==> config.mk <==
export PLATFORM = sky130hd
export DESIGN_NAME = axil_write_master
export DESIGN_NICKNAME = d
export VERILOG_FILES = /design/src/rtl/axil_write_master.sv
export SDC_FILE = /design/constraint.sdc
export NUM_CORES = 1
export LEC_CHECK = 0
export ABC_AREA = 0
export CAP_MARGIN = 20
export CORE_UTILIZATION = 56
export DETAILED_ROUTE_END_ITERATION = 12
export MAX_ROUTING_LAYER = met4
export PLACE_DENSITY = 0.79
export SLEW_MARGIN = 20
export SYNTH_ARGS = -nofsm -noshare
export SYNTH_HDL_FRONTEND = slang
export SYNTH_SLANG_ARGS = --single-unit
==> constraint.sdc <==
create_clock -name clk -period 6.8 [get_ports clk]
set_clock_uncertainty 0.2 [all_clocks]
set_input_delay 1.36 -clock clk [delete_from_list [all_inputs] [get_ports clk]]
set_output_delay 1.36 -clock clk [all_outputs]
set_load 0.005 [all_outputs]
==> src/rtl/axil_write_master.sv <==
// axil_write_master
//   AXI-Lite write initiator (AW/W/B only). Buffers address/data/strobe write
//   requests in a small FIFO and issues them one at a time, waiting for each
//   write response before starting the next. Non-OKAY responses are counted
//   in a saturating error counter.
//
// Ports
//   clk, rst            clock, asynchronous active-low reset
//   req_*               request push interface (valid/ready)
//   busy                FIFO non-empty or a write in flight
//   err_count           saturating count of non-OKAY write responses
//   axil_aw* / axil_w* / axil_b*   AXI-Lite write channels
//
// Optional build macro
//   AXIL_WRITE_MASTER_TIMEOUT_EN : adds a 16-bit watchdog that drops a
//   transaction stalled for 16'hFFFF cycles and counts it as an error.
module axil_write_master #(
  parameter int unsigned ADDR_WIDTH = 24,
  parameter int unsigned DATA_WIDTH = 32,
  parameter int unsigned STRB_WIDTH = DATA_WIDTH / 8,
  parameter int unsigned DEPTH      = 4,
  parameter int unsigned ERR_WIDTH  = 8
) (
  input  logic                  clk,
  input  logic                  rst,
  input  logic [ADDR_WIDTH-1:0] req_addr,
  input  logic [DATA_WIDTH-1:0] req_data,
  input  logic [STRB_WIDTH-1:0] req_strb,
  input  logic                  req_valid,
  output logic                  req_ready,
  output logic                  busy,
  output logic [ERR_WIDTH-1:0]  err_count,
  output logic [ADDR_WIDTH-1:0] axil_awaddr,
  output logic [2:0]            axil_awprot,
  output logic                  axil_awvalid,
  input  logic                  axil_awready,
  output logic [DATA_WIDTH-1:0] axil_wdata,
  output logic [STRB_WIDTH-1:0] axil_wstrb,
  output logic                  axil_wvalid,
  input  logic                  axil_wready,
  input  logic [1:0]            axil_bresp,
  input  logic                  axil_bvalid,
  output logic                  axil_bready
);

  localparam int unsigned PTR_W   = $clog2(DEPTH);
  localparam int unsigned PTR_LEN = PTR_W + 1;

  typedef enum logic [1:0] {
    S_IDLE      = 2'd0,
    S_ADDR_DATA = 2'd1,
    S_RESP      = 2'd2
  } state_t;

  state_t state;

  logic [ADDR_WIDTH-1:0] fifo_addr [DEPTH];
  logic [DATA_WIDTH-1:0] fifo_data [DEPTH];
  logic [STRB_WIDTH-1:0] fifo_strb [DEPTH];
  logic [PTR_LEN-1:0]    wr_ptr;
  logic [PTR_LEN-1:0]    rd_ptr;

  logic init_done;
  logic aw_done;
  logic w_done;

  logic empty;
  logic full;
  logic accept;
  logic bypass;
  logic push;
  logic pop;
  logic aw_hs;
  logic w_hs;
  logic b_hs;

  logic [ADDR_WIDTH-1:0] ld_addr;
  logic [DATA_WIDTH-1:0] ld_data;
  logic [STRB_WIDTH-1:0] ld_strb;
  logic [ERR_WIDTH-1:0]  err_next;

  // FIFO status from the wrap-bit pointers
  assign empty = (wr_ptr == rd_ptr);
  assign full  = (wr_ptr[PTR_W] != rd_ptr[PTR_W]) &&
                 (wr_ptr[PTR_W-1:0] == rd_ptr[PTR_W-1:0]);

  // init_done keeps req_ready low until the first edge after reset release
  assign req_ready = init_done && !full;
  assign accept    = req_valid && req_ready;

  assign aw_hs = axil_awvalid && axil_awready;
  assign w_hs  = axil_wvalid && axil_wready;
  assign b_hs  = axil_bready && axil_bvalid;

  // An idle block with an empty FIFO launches the incoming request directly,
  // giving valids one cycle after acceptance.
  assign bypass = accept && empty && (state == S_IDLE);
  assign push   = accept && !bypass;
  assign pop    = !empty && ((state == S_IDLE) || ((state == S_RESP) && b_hs));

  assign ld_addr = bypass ? req_addr : fifo_addr[rd_ptr[PTR_W-1:0]];
  assign ld_data = bypass ? req_data : fifo_data[rd_ptr[PTR_W-1:0]];
  assign ld_strb = bypass ? req_strb : fifo_strb[rd_ptr[PTR_W-1:0]];

  assign err_next = (err_count == '1) ? err_count : err_count + ERR_WIDTH'(1);

  assign busy        = !empty || (state != S_IDLE);
  assign axil_awprot = 3'b000;

`ifdef AXIL_WRITE_MASTER_TIMEOUT_EN
  logic [15:0] tmo_cnt;
  logic        tmo_fire;

  // Watchdog fires only on a cycle with no handshake at all
  assign tmo_fire = (state != S_IDLE) && (tmo_cnt == 16'hFFFF) &&
                    !(aw_hs || w_hs || b_hs);
`endif

  // FIFO storage (no reset needed, pointers qualify contents)
  always_ff @(posedge clk) begin
    if (push) begin
      fifo_addr[wr_ptr[PTR_W-1:0]] <= req_addr;
      fifo_data[wr_ptr[PTR_W-1:0]] <= req_data;
      fifo_strb[wr_ptr[PTR_W-1:0]] <= req_strb;
    end
  end

  // Control FSM, pointers and registered AXI outputs
  always_ff @(posedge clk or negedge rst) begin
    if (!rst) begin
      state        <= S_IDLE;
      wr_ptr       <= '0;
      rd_ptr       <= '0;
      init_done    <= 1'b0;
      aw_done      <= 1'b0;
      w_done       <= 1'b0;
      err_count    <= '0;
      axil_awaddr  <= '0;
      axil_wdata   <= '0;
      axil_wstrb   <= '0;
      axil_awvalid <= 1'b0;
      axil_wvalid  <= 1'b0;
      axil_bready  <= 1'b0;
`ifdef AXIL_WRITE_MASTER_TIMEOUT_EN
      tmo_cnt      <= '0;
`endif
    end else begin
      init_done <= 1'b1;
      if (push) wr_ptr <= wr_ptr + PTR_LEN'(1);
      if (pop)  rd_ptr <= rd_ptr + PTR_LEN'(1);

      unique case (state)
        S_IDLE: begin
          if (pop || bypass) begin
            axil_awaddr  <= ld_addr;
            axil_wdata   <= ld_data;
            axil_wstrb   <= ld_strb;
            axil_awvalid <= 1'b1;
            axil_wvalid  <= 1'b1;
            aw_done      <= 1'b0;
            w_done       <= 1'b0;
            state        <= S_ADDR_DATA;
          end
        end

        S_ADDR_DATA: begin
          if (aw_hs) axil_awvalid <= 1'b0;
          if (w_hs)  axil_wvalid  <= 1'b0;
          aw_done <= aw_done || aw_hs;
          w_done  <= w_done || w_hs;
          if ((aw_done || aw_hs) && (w_done || w_hs)) begin
            axil_bready <= 1'b1;
            state       <= S_RESP;
          end
        end

        S_RESP: begin
          if (b_hs) begin
            axil_bready <= 1'b0;
            if (axil_bresp != 2'b00) err_count <= err_next;
            if (pop) begin
              axil_awaddr  <= ld_addr;
              axil_wdata   <= ld_data;
              axil_wstrb   <= ld_strb;
              axil_awvalid <= 1'b1;
              axil_wvalid  <= 1'b1;
              aw_done      <= 1'b0;
              w_done       <= 1'b0;
              state        <= S_ADDR_DATA;
            end else begin
              state <= S_IDLE;
            end
          end
        end

        default: state <= S_IDLE;
      endcase

`ifdef AXIL_WRITE_MASTER_TIMEOUT_EN
      // Stalled transaction: abandon it and count it as an error
      if (state == S_IDLE || aw_hs || w_hs || b_hs) begin
        tmo_cnt <= '0;
      end else begin
        tmo_cnt <= tmo_cnt + 16'd1;
      end
      if (tmo_fire) begin
        axil_awvalid <= 1'b0;
        axil_wvalid  <= 1'b0;
        axil_bready  <= 1'b0;
        err_count    <= err_next;
        tmo_cnt      <= '0;
        state        <= S_IDLE;
      end
`endif
    end
  end

endmodule

==> flow_summary.yaml <==
detailed_routing:
  via_count: 6282
  avgViaCountPerCell: 5.86
  drtIter0Drc: 389
  drt-pass1-iter-count: 5
  remaining_drc_errors: 0
  postRouteAntennaNets: 0
  wl_per_cell_microns: 23.1
  wl_microns: 24800
layout:
  antenna_cells: 0
  syn2layout_area_growth_pct: 20.3
  n_fill_cell: 1406
  drive_gt1_frac: 0.315
  fin_nets: 838
clocking:
  numCtsBuffers: 31
  cts_sinks: 322
  postCtsSetupBuffers: 0
  insertion_delay_ps: 550
  htree_num_levels: 1
  post_cts_resized: 0
  clock_path_buffers: 3
  cts_tree: "done"
  cts_root_buf: "clkbuf_16"
  hold_buffers: 0
  clk_pin_slew_ps: 60
critical_path:
  cp_num_buf_inv: 1
  crit_type: "reg2out"
  cp-start-kind: "flip-flop"
  required_ps: 5240
  crit_chain: "xnor2_2, nand3_1, or3_1, clkdlybuf4s50_1"
  cp_max_fo: 63
  crit_path_top_delay_cell: "dfrtp_4"
  endpoint_kind: "primary output"
  slowest_delay_ps: 1080
  crit_arrival_ps: 2930
  cp_top_family: "flip-flops"
global_route:
  grt_overflow: 0
  grt_util_all_layers: 0.224
  grt_pass1_wl_microns: 39100
  grt_max_degree: 66
  grt_pass1_vias: 6858
  antenna_found_initial: 0
timing:
  max_freq_mhz: 223
  setup_viol: 0
  hold_viol: 0
  period_needed_ps: 4490
  slew_viol_final: 0
  tns_ps: 0
  fin_crit_sh: 0.660
  worst-slew-pin-transition_ps: 1040
  hold_ws_ps: 302
  rsz0062_at_grt: "false"
  relSlewSlack: 0.307
power_and_ir_drop:
  p_leak_nw: 5.71
  ir_drop_v: 0.000291
  power.density_cell_area_nw_per_um2: 440
die:
  die_w_microns: 155
  die_area_sq_um: 23900
  core_area_sq_um: 22700
  io_pins: 144
  start_util: 0.574
  die_y_microns: 155
  rows: 55
synthesis:
  synth_area_per_cell_sq_um: 21.2
  synthFlopType: "edfxtp_1"
  yosysWarningCount: 0
  ys_ff_latch: 322
  yosysTopAreaCellShare: 0.553
  netlist_top_cells_area: "edfxtp_1 55%, dfrtp_1 16%, mux4_2 10%"
  synth_edf_count: 240
  syn-cell-area_sq_um: 13000
  yosysSeqAreaShare: 0.710
  ys_async_sr_fraction: 0.255
  yosysUniqueCellTypes: 37
  synth_cells: 616
  synth_top_area_cell: "edfxtp_1"
flow_run:
  cap_violations: 0
place:
  dp.final_hpwl_microns: 14100
  portBuffers: 140
  gp_congestion: 0.751
status:
  status: "complete, no violations"
hold_path:
  hp-class: "reg2reg"
[cells by family (layout without fill, tap and decap cells)]
logic type / after synthesis / after routing / share of synthesized area
xor+xnor: 14 / 14 / 0.0111
fa+ha+maj: 6 / 6 / 0.00576
simple gates: 35 / 35 / 0.0161
buf+inv: 36 / 205 / 0.0189
other cells: 2 / 4 / 0.000576
flops: 322 / 322 / 0.710
compound gates: 18 / 18 / 0.00873
mux: 183 / 183 / 0.229
[worst paths after layout]
path,start,end,slack [ps],cells past startpoint
hold / removal,err_count[7],err_count[7],300,1
min in group asynchronous,rst,axil_awaddr[16],520,1
setup reg to reg,rd_ptr[1],axil_wdata[9],3050,5
max in group asynchronous,rst,rd_ptr[1],4640,2
setup / recovery,rd_ptr[1],busy,2310,4
hold reg to reg,err_count[7],err_count[7],300,1
[sequential cells by signal (all words and copies together), names as in the netlist, 2 cells and up]
register	count
fifo_data	128
fifo_addr	96
axil_wdata	32
axil_awaddr	24
fifo_strb	16
err_count	8
axil_wstrb	4
rd_ptr	3
wr_ptr	3
state	2
[power breakdown]
part / total (mW) / internal (mW) / leakage, nW / switching (mW)
clock: 1.73 / 1.04 / 0.512 / 0.695
combinational: 2.29 / 1.45 / 2.05 / 0.840
sequential: 2.88 / 2.56 / 3.15 / 0.323
[synth_stat cells (2+ instances only)]
master	n
nand3_1	3
nand4_1	3
buf_2	11
and3_1	3
a21o_1	2
nand2_1	9
ha_1	6
and2_1	5
xnor2_1	9
mux4_2	60
nor2_1	4
conb_1	2
a31oi_1	2
buf_6	11
mux2_4	65
a21oi_1	5
dfrtp_1	82
clkbuf_1	6
inv_1	4
mux2_2	58
xor2_1	2
o21ai_0	5
buf_4	4
xnor2_2	3
edfxtp_1	240
[metal layers]
metal,routed length (microns),global-route usage
met2,13000,0.375
met3,1120,0.0367
met1,10300,0.286
met4,437,0.0622
met5,0,-
[cell type report]
class / instances / area (sq um) / share of cell area
sequential: 322 / 9270 / 0.591
multi-input combinational: 260 / 3560 / 0.227
timing repair buffer: 145 / 1440 / 0.0918
clock buffer: 47 / 916 / 0.0584
tap: 285 / 357 / 0.0227
clock inverter: 9 / 124 / 0.00790
inverter: 4 / 15.0 / 0.000958
[placed cells by master (no fill, tap or decap), types with 5 or more instances in the layout]
cell type / synthesis / layout
dfrtp_1: 82 / 80
o21ai_0: 5 / 5
buf_4: 4 / 5
mux2_4: 65 / 65
mux2_2: 58 / 58
ha_1: 6 / 6
clkbuf_1: 6 / 8
mux4_2: 60 / 60
clkbuf_8: 0 / 8
edfxtp_1: 240 / 240
xnor2_1: 9 / 9
clkdlybuf4s50_1: 0 / 139
a21oi_1: 5 / 5
nand2_1: 9 / 9
clkbuf_16: 0 / 31
[metrics by stage]
step	std cells	util	power [mW]	worst slack, ps	cell area, sq um
2_1_floorplan	618	-	4.41	61.5	13000
3_3_place_gp	1016	0.645	5.11	2300	14600
3_5_place_dp	1016	0.645	5.23	2280	14600
4_1_cts	1072	0.690	6.98	2260	15700
5_1_grt	1072	0.690	7.23	2180	15700
6_report	1072	0.690	6.90	2310	15700
No activity file was read; power rests on OpenSTA's default activity.
